[src/rtl/i2c_cmd_sequencer.sv]
// Command/response sequencer in front of an I2C master engine: queues write commands,
// launches them one at a time with a busy-flag watchdog and queues one response per command.
module i2c_cmd_sequencer #(
    parameter int unsigned FIFO_DEPTH     = 4,
    parameter int unsigned TIMEOUT_CYCLES = 1024
) (
    input  logic                          clk,
    input  logic                          rst,
    input  logic                          cmd_valid_i,
    output logic                          cmd_ready_o,
    input  logic [6:0]                    cmd_addr_i,
    input  logic [7:0]                    cmd_data_i,
    output logic                          rsp_valid_o,
    input  logic                          rsp_ready_i,
    output logic                          rsp_ack_o,
    output logic [7:0]                    rsp_data_o,
    output logic                          rsp_err_o,
    output logic [6:0]                    m_slave_addr_o,
    output logic [7:0]                    m_data_in_o,
    output logic                          m_start_o,
    input  logic                          m_busy_i,
    input  logic                          m_ack_i,
    input  logic [7:0]                    m_data_out_i,
    output logic                          seq_busy_o,
    output logic [$clog2(FIFO_DEPTH):0]   cmd_level_o
);

    localparam int unsigned AW = $clog2(FIFO_DEPTH);
    localparam int unsigned TW = $clog2(TIMEOUT_CYCLES);
    localparam logic [TW-1:0] TimerMax = TW'(TIMEOUT_CYCLES - 1);

    typedef enum logic [2:0] {
        StIdle,
        StLaunch,
        StWaitBusy,
        StWaitDone,
        StPush
    } state_e;

    state_e          state_q;
    logic [TW-1:0]   timer_q;
    logic            m_start_q;
    logic [6:0]      addr_q;
    logic [7:0]      wdata_q;
    logic            ack_q;
    logic [7:0]      rdata_q;
    logic            err_q;

    logic [14:0]     cmd_mem_q [FIFO_DEPTH];
    logic [AW:0]     cmd_wptr_q, cmd_rptr_q;
    logic [9:0]      rsp_mem_q [FIFO_DEPTH];
    logic [AW:0]     rsp_wptr_q, rsp_rptr_q;

    logic            cmd_full, cmd_empty, cmd_push, cmd_pop;
    logic            rsp_full, rsp_empty, rsp_push, rsp_pop;
    logic [9:0]      rsp_head;

    always_comb begin
        cmd_full  = (cmd_wptr_q[AW] != cmd_rptr_q[AW]) &&
                    (cmd_wptr_q[AW-1:0] == cmd_rptr_q[AW-1:0]);
        cmd_empty = (cmd_wptr_q == cmd_rptr_q);
        rsp_full  = (rsp_wptr_q[AW] != rsp_rptr_q[AW]) &&
                    (rsp_wptr_q[AW-1:0] == rsp_rptr_q[AW-1:0]);
        rsp_empty = (rsp_wptr_q == rsp_rptr_q);
        cmd_push  = cmd_valid_i && !cmd_full;
        // A pop in IDLE reserves the response slot for the whole transaction.
        cmd_pop   = (state_q == StIdle) && !cmd_empty && !rsp_full;
        rsp_push  = (state_q == StPush);
        rsp_pop   = !rsp_empty && rsp_ready_i;
        rsp_head  = rsp_mem_q[rsp_rptr_q[AW-1:0]];
    end

    always_ff @(posedge clk or posedge rst) begin
        if (rst) begin
            cmd_wptr_q <= '0;
            cmd_rptr_q <= '0;
            rsp_wptr_q <= '0;
            rsp_rptr_q <= '0;
        end else begin
            if (cmd_push) cmd_wptr_q <= cmd_wptr_q + 1'b1;
            if (cmd_pop)  cmd_rptr_q <= cmd_rptr_q + 1'b1;
            if (rsp_push) rsp_wptr_q <= rsp_wptr_q + 1'b1;
            if (rsp_pop)  rsp_rptr_q <= rsp_rptr_q + 1'b1;
        end
    end

    always_ff @(posedge clk) begin
        if (cmd_push) cmd_mem_q[cmd_wptr_q[AW-1:0]] <= {cmd_addr_i, cmd_data_i};
        if (rsp_push) rsp_mem_q[rsp_wptr_q[AW-1:0]] <= {ack_q, rdata_q, err_q};
    end

    always_ff @(posedge clk or posedge rst) begin
        if (rst) begin
            state_q   <= StIdle;
            timer_q   <= '0;
            m_start_q <= 1'b0;
            addr_q    <= '0;
            wdata_q   <= '0;
            ack_q     <= 1'b0;
            rdata_q   <= '0;
            err_q     <= 1'b0;
        end else begin
            unique case (state_q)
                StIdle: begin
                    if (cmd_pop) begin
                        {addr_q, wdata_q} <= cmd_mem_q[cmd_rptr_q[AW-1:0]];
                        m_start_q         <= 1'b1;
                        state_q           <= StLaunch;
                    end
                end
                StLaunch: begin
                    m_start_q <= 1'b0;
                    timer_q   <= '0;
                    state_q   <= StWaitBusy;
                end
                StWaitBusy: begin
                    if (m_busy_i) begin
                        timer_q <= '0;
                        state_q <= StWaitDone;
                    end else if (timer_q == TimerMax) begin
                        ack_q   <= 1'b0;
                        rdata_q <= '0;
                        err_q   <= 1'b1;
                        state_q <= StPush;
                    end else begin
                        timer_q <= timer_q + TW'(1);
                    end
                end
                StWaitDone: begin
                    if (!m_busy_i) begin
                        ack_q   <= m_ack_i;
                        rdata_q <= m_data_out_i;
                        err_q   <= 1'b0;
                        state_q <= StPush;
                    end else if (timer_q == TimerMax) begin
                        ack_q   <= 1'b0;
                        rdata_q <= '0;
                        err_q   <= 1'b1;
                        state_q <= StPush;
                    end else begin
                        timer_q <= timer_q + TW'(1);
                    end
                end
                StPush: begin
                    state_q <= StIdle;
                end
                default: begin
                    state_q <= StIdle;
                end
            endcase
        end
    end

    // Head fields are forced to zero while the response FIFO is empty.
    always_comb begin
        cmd_ready_o    = !cmd_full;
        cmd_level_o    = cmd_wptr_q - cmd_rptr_q;
        rsp_valid_o    = !rsp_empty;
        rsp_ack_o      = rsp_head[9] & !rsp_empty;
        rsp_data_o     = rsp_head[8:1] & {8{!rsp_empty}};
        rsp_err_o      = rsp_head[0] & !rsp_empty;
        m_slave_addr_o = addr_q;
        m_data_in_o    = wdata_q;
        m_start_o      = m_start_q;
        seq_busy_o     = (state_q != StIdle);
    end

endmodule
[config.mk]
export PLATFORM = sky130hd
export DESIGN_NAME = i2c_cmd_sequencer
export DESIGN_NICKNAME = d
export VERILOG_FILES = /design/src/rtl/i2c_cmd_sequencer.sv
export SDC_FILE = /design/constraint.sdc
export NUM_CORES = 1
export LEC_CHECK = 0
export ABC_AREA = 1
export BUFFER_PORTS_ARGS = -buffer_cell sky130_fd_sc_hd__buf_4
export CAP_MARGIN = 30
export CORE_MARGIN = 2
export CORE_UTILIZATION = 59
export DETAILED_ROUTE_END_ITERATION = 16
export PLACE_DENSITY = 0.79
export SLEW_MARGIN = 20
export SYNTH_ARGS = -nofsm -noshare
export SYNTH_HDL_FRONTEND = slang
export SYNTH_SLANG_ARGS = --single-unit
[constraint.sdc]
create_clock -name clk -period 3 [get_ports clk]
set_input_delay 0.6 -clock clk [delete_from_list [all_inputs] [get_ports clk]]
set_output_delay 0.6 -clock clk [all_outputs]
set_load 0.03 [all_outputs]
* Word-level counts from Yosys, hierarchy flattened
Memory sizes are Yosys's and may differ from the RTL's. A register that Yosys moved wholly into a read port is not among the register bits.
Cells that the tools add are included.
** Word-level totals
- Register bits after elaboration :: 36
- RAM bits :: 100
- Input port bits :: 29
- Output and inout port bits :: 32
- Word-level logic and storage cells :: 81
- Memories kept :: 2
** Memory list
- cmd_mem_q :: depth 4, bits a word 15, read ports 1, clocked after memory_dff 1, wr ports 1, RTL line 49 : logic [14:0] cmd_mem_q [FIFO_DEPTH];
- rsp_mem_q :: depth 4, bits a word 10, read ports 1, clocked after memory_dff 0, wr ports 1, RTL line 51 : logic [9:0] rsp_mem_q [FIFO_DEPTH];
** Operators by class
- $add $sub $neg :: 6
- Equality and inequality tests :: 14
- Muxes and demuxes :: 27
- Bitwise operators :: 3
- Reduce and logical (&&, ||, !) cells :: 19
** Operator list (number)
- $mux W10 :: 3
- $pmux W10 S3 :: 1
- $mux W8 :: 3
- $pmux W8 S2 :: 1
- $add A3 B1 Y3 const B :: 4
- $mux W3 :: 4
- $pmux W3 S4 :: 1
- $mux W1 :: 11
- $add A10 B1 Y10 const B :: 1
- $eq A10 B10 Y1 const B :: 1
- $and A8 B8 Y8 :: 1
- $reduce_and A2 Y1 :: 4
- $eq A3 B2 Y1 const B :: 2
- $eq A3 B3 Y1 :: 2
- $logic_and A1 B1 Y1 :: 6
- $ne A2 B2 Y1 const B :: 3
- $pmux W1 S2 :: 3
- $reduce_bool A3 Y1 :: 2
- $eq A2 B2 Y1 :: 2
- $logic_not A1 Y1 :: 4
- $reduce_bool A2 Y1 :: 2
- $eq A3 B1 Y1 const B :: 1
- $eq A3 B3 Y1 const B :: 1
- $logic_not A3 Y1 :: 1
- 3 further kinds :: 5

* Longest topological paths before layout
- Word-level depth :: 6
- Gate-level depth with buffers :: 9
- Gate-level depth less buffers :: 9

* Worst setup path before layout
No wires, ideal clock.
- Path kind :: register to register
- Start :: register cmd_rptr_q[1]
- End :: memory cmd_mem_q[3][0] (enable)
- Library setup time :: 0.388 ns
- Arrival time :: 2.267 ns
- Required time :: 2.612 ns
- Setup slack :: 0.345 ns
- Cell stages (with the launch flop) :: 7
- Path buffers :: 1
- Period minus slack after synthesis :: 2.655 ns
- Cells stage by stage :: dfrtp_1 inv_1 clkbuf_1 ha_1 nand3_1 nand2_2 nor2_1
** On the way
- Word-level cells in the longest chain between the ends :: 6
** RTL lines
- start: declaration :: RTL line 50 : logic [AW:0] cmd_wptr_q, cmd_rptr_q;
- start signal: assignment :: RTL line 81 : if (cmd_pop) cmd_rptr_q <= cmd_rptr_q + 1'b1;
- $eq A2 B2 Y1 :: RTL line 60 : (cmd_wptr_q[AW-1:0] == cmd_rptr_q[AW-1:0]);
- $logic_and A1 B1 Y1 :: RTL line 59 : cmd_full = (cmd_wptr_q[AW] != cmd_rptr_q[AW]) &&
- $logic_not A1 Y1
- via cmd_ready_o :: RTL line 10 : output logic cmd_ready_o,
- $logic_and A1 B1 Y1 :: RTL line 65 : cmd_push = cmd_valid_i && !cmd_full;
- $mux W1 :: RTL line 88 : if (cmd_push) cmd_mem_q[cmd_wptr_q[AW-1:0]] <= {cmd_addr_i, cmd_data_i};
- $mux W1 (not written as such) :: RTL line 88
- end: declaration :: RTL line 49
The timed path passes the listed nets, and every way through them passes these cells.

* Worst setup path after layout
- Start :: register rsp_rptr_q[0]
- End :: output rsp_data_o[1]
** On the way
- Word-level cells in the longest chain between the ends :: 3
- Elaborated cells between the ends (all ways) :: 4
- Those cells by class :: eq/ne: 1; bitwise: 1; reduce/logical: 1; memory: 1
** RTL lines
- start: declaration :: RTL line 52 : logic [AW:0] rsp_wptr_q, rsp_rptr_q;
- start signal: assignment :: RTL line 83 : if (rsp_pop) rsp_rptr_q <= rsp_rptr_q + 1'b1;
- parallel branches: the longest is 2 deep, another holds $mem_v2 Z4 W10
- $and A8 B8 Y8 (*) :: RTL line 160 : rsp_data_o = rsp_head[8:1] & {8{!rsp_empty}};
- end: declaration :: RTL line 16 : output logic [7:0] rsp_data_o,
Every way passes the cells marked *.

==> qor_table.md <==
| Parameter | Reported | Unit |
|---|---|---|
| Clock root buffer master | clkbuf_8 | - |
| Adder-Cell Fraction of Synth Area | 2.80 | % |
| Horiz. Die Dim | 109 | um |
| Worst-case register-to-register setup slack | 1.01 | ns |
| Clock latency reported for the late side of the worst-skew pair | 0.53 | ns |
| Final-layout worst hold slack | 0.248 | ns |
| Area grow syn2layout | 19.9 | % |
| Proportion of synthesized area in mux cells | 0 | % |
| Starting Density | 60.4 | % |
| Total iterations of the first detailed-routing run | 6 | - |
| Final period util | 93.6 | % |
| Die outline area | 11900 | um^2 |
| H-tree depth | 4 | - |
| Met3 track utilization from global routing | 5.68 | % |
| Proportion of total power due to net switching | 39.0 | % |
| Number of routed nets with antenna violations | 0 | - |
| Met1 Use GR | 32.6 | % |
| Routability-driven placement congestion ratio | 0.799 | - |
| Synth warnings | 0 | - |
| Number of distinct library cells after synthesis | 45 | - |
| Number of buffers added by the clock tree synthesis step | 17 | - |
| Inst Count DP | 787 | - |
| Final nets | 709 | - |
| Die Ht | 109 | um |
| Reg2Reg Launch Point | cmd_rptr_q[0]$_DFFE_PP0P_ | - |
| Fill cell count | 713 | - |
| Layout cells sized above 1 | 18.9 | % |
| Vias per cell | 5.50 | - |
| Total number of vias | 4503 | - |
| Xor/xnor share of the synthesized area | 1.73 | % |
| Largest family of logic cells by synthesized area | simple AND/OR/NAND/NOR gates | - |
| Unrepaired setup endpoints after global routing | false | - |
| CTS clock-pin slew for the worst setup and hold paths | 0.06 | ns |
| Net switching power figure | 3.53 | mW |
| Critical-path maximum fanout | 15 | - |
| Sequential area share after synthesis | 65.7 | % |
| Internal portion of total power | 5.52 | mW |
| Largest net degree at the start of global routing | 52 | - |
| Final cell count without fillers | 819 | - |
| Relative slew margins | 38.7 | % |
| Run status | completed | - |
| Number of core rows | 38 | - |
| Required time of the critical path | 2.40 | ns |
| Basic-gate share of the synthesized area counting and, or, nand and nor cells | 16.5 | % |
| Wirelength, routed | 13.6 | mm |
| Synthesized netlist net count | 635 | - |
| Mean instance size in the synthesized netlist | 11.0 | um^2 |
| Hold Crit Class | in2async | - |
| Port Buffer Count | 60 | - |
| Overall Power | 9.05 | mW |
| Maximum frequency from static timing analysis | 356 | MHz |
| Type of element capturing the critical path | primary output | - |
| Final number of hold-violating endpoints | 0 | - |
| Sequential cell area in the final layout | 4280 | um^2 |
| Antenna diode instance count | 0 | - |
| Worst R2R Path Depth | 6 | - |
| Count of flip-flops with a built-in enable after synthesis | 100 | - |
| Number of global-route vias before repair | 4463 | - |
| Leading register cell type out of synthesis | edfxtp_1 | - |
| R2r endpoint | m_slave_addr_o[6]$_DFFE_PP0P_ | - |
| Count of pins over their slew limit | 0 | - |
| Setup Total Neg Slack | 0 | ns |
| Average routed wire per standard cell | 16.6 | um |
| Clock power frac | 26.6 | % |
| Type of the setup path with the least slack | reg2out | - |
| Worst Skew | 0.0104 | ns |
| Total DRC errors in the routed layout | 0 | - |
| Placeable core region | 10800 | um^2 |
| Share of the synthesized area in compound gates (AO/OA/AOI/OAI) | 8.68 | % |
| # clock sinks | 151 | - |
| Number of design-rule violations left by the first detailed-router iteration | 420 | - |
| Share of total power in combinational logic | 40.1 | % |
| Endpoints failing setup | 0 | - |
| Max IR drop VDD | 0.950 | mV |
| Top-level I/O count | 61 | - |
| Overall global routing resource usage | 24.8 | % |
| Wire length of the first global-routing pass | 21.8 | mm |
| Reported max-cap violation count | 0 | - |
| Cell area power density | 1160 | nW/um^2 |
| Post-synth ARST share | 33.8 | % |
| Worst path arrival time | 2.21 | ns |
| Number of antenna violations at the first check in global routing | 0 | - |
| Leakage | 3.31 | nW |
| Estimated wirelength of the detail-placed design | 8.25 | mm |
| Sequential power share | 33.4 | % |
| Busiest grt layer | met2 | - |
| Combined area of all synthesized cells | 6520 | um^2 |
| Overflow after GRT | 0 | - |
| Sort of element at the start of the critical path | register | - |
| Clock Path Buffers | 2 | - |
| Worst Tran Pin Value | 0.919 | ns |
| Seq cells post-synth | 151 | - |
| Global-route track usage on met2 | 40.8 | % |
| Area taken by multi-input logic gates | 1940 | um^2 |
| Min Clock Period, post-route | 2.81 | ns |
| Cell count after synthesis | 592 | - |
| TritonCTS clock tree | done | - |
[cells in the mapped netlist, types with 4 or more instances]
cell / number / area [um^2]
inv_1: 41 / 154
clkbuf_1: 9 / 33.8
nor2_1: 92 / 345
nand2_1: 123 / 462
o21ai_0: 47 / 235
xor2_1: 5 / 43.8
a21oi_1: 13 / 65.1
nand2_2: 4 / 25.0
nand3_1: 10 / 50.1
o32ai_1: 10 / 87.6
edfxtp_1: 100 / 3000
buf_2: 5 / 25.0
ha_1: 13 / 163
o22ai_1: 17 / 106
xnor2_1: 6 / 52.6
or2_0: 6 / 37.5
dfrtp_1: 51 / 1280
[metal layers]
metal	wire [um]	vias up
li1	-	2165
met1	5650	2155
met2	6930	171
met3	907	12
met4	123	0
met5	0	-
[placed cells by master (no fill, tap or decap), drive strengths merged, types with 13 or more instances in the layout]
cell type	count
buf	75
a21oi	14
o22ai	17
ha	13
inv	45
edfxtp	100
dfrtp	51
clkbuf	19
nor2	97
nand2	128
o21ai	48
[worst max-delay path by stage]
stage,startpoint,end,slack (ns),cells past startpoint
floorplan,cmd_rptr_q[1]$_DFFE_PP0P_,cmd_mem_q[3][0]$_DFFE_PP_,0.35,6
global placement,rsp_rptr_q[0]$_DFFE_PP0P_,rsp_data_o[0],0.73,6
detailed placement,rsp_rptr_q[0]$_DFFE_PP0P_,rsp_err_o,0.65,6
CTS,rsp_rptr_q[0]$_DFFE_PP0P_,rsp_data_o[1],0.18,5
global route,rsp_rptr_q[0]$_DFFE_PP0P_,rsp_data_o[1],0.1,6
finish,rsp_rptr_q[0]$_DFFE_PP0P_,rsp_data_o[1],0.19,5
[state kept, by name, indices dropped and copies added, names as in the netlist, 3 cells and up]
| register | flops |
|---|---|
| timer_q | 10 |
| cmd_wptr_q | 3 |
| rsp_rptr_q | 3 |
| rsp_wptr_q | 3 |
| rsp_mem_q | 40 |
| state_q | 3 |
| cmd_mem_q | 60 |
| m_data_in_o | 8 |
| rdata_q | 8 |
| cmd_rptr_q | 3 |
| m_slave_addr_o | 7 |
[timing repair]
item	CTS	global route
endpoints found under the hold margin	0	0
resized for setup	2	0
hold buffers	0	0
buffers inserted	0	0
endpoints found under the setup margin	1	0
[worst max-delay path: stages, from the launching register on]
cell	delay, ns
dfrtp_2	0.52
xnor2_1	0.27
nand3b_1	0.41
nand2_1	0.22
inv_1	0.08
buf_4	0.17
[cell families after synthesis]
logic type | after synthesis
fa+ha+maj | 14
flops | 151
simple gates | 251
xor+xnor | 12
buf+inv | 68
compound gates | 96
[stage by stage]
step | instance area [um^2] | worst slack, ns | utilization [%]
after floorplan | 6520 | 0.345 | -
after global placement | 7140 | 0.727 | 66.1
after detailed placement | 7140 | 0.654 | 66.1
after CTS | 7820 | 0.179 | 72.4
after global routing | 7820 | 0.0961 | 72.4
final | 7820 | 0.192 | 72.4
[power groups by stage]
stage	Clock [mW]	Sequential, mW	Combinational (mW)
floorplan	0	3.19	2.33
global placement	0	3.01	3.43
CTS	2.43	3.02	3.64
detailed placement	0	3.04	3.56
global route	2.52	3.07	3.97
finish	2.40	3.02	3.62
[cell type report]
type	instances	area share [%]
Inverter	48	2.42
Sequential cell	151	54.8
Clock inverter	13	3.20
Clock buffer	19	5.39
Tap cell	140	2.24
Timing Repair Buffer	75	7.20
Multi-Input combinational cell	373	24.8
No activity file was read; power rests on OpenSTA's default activity.
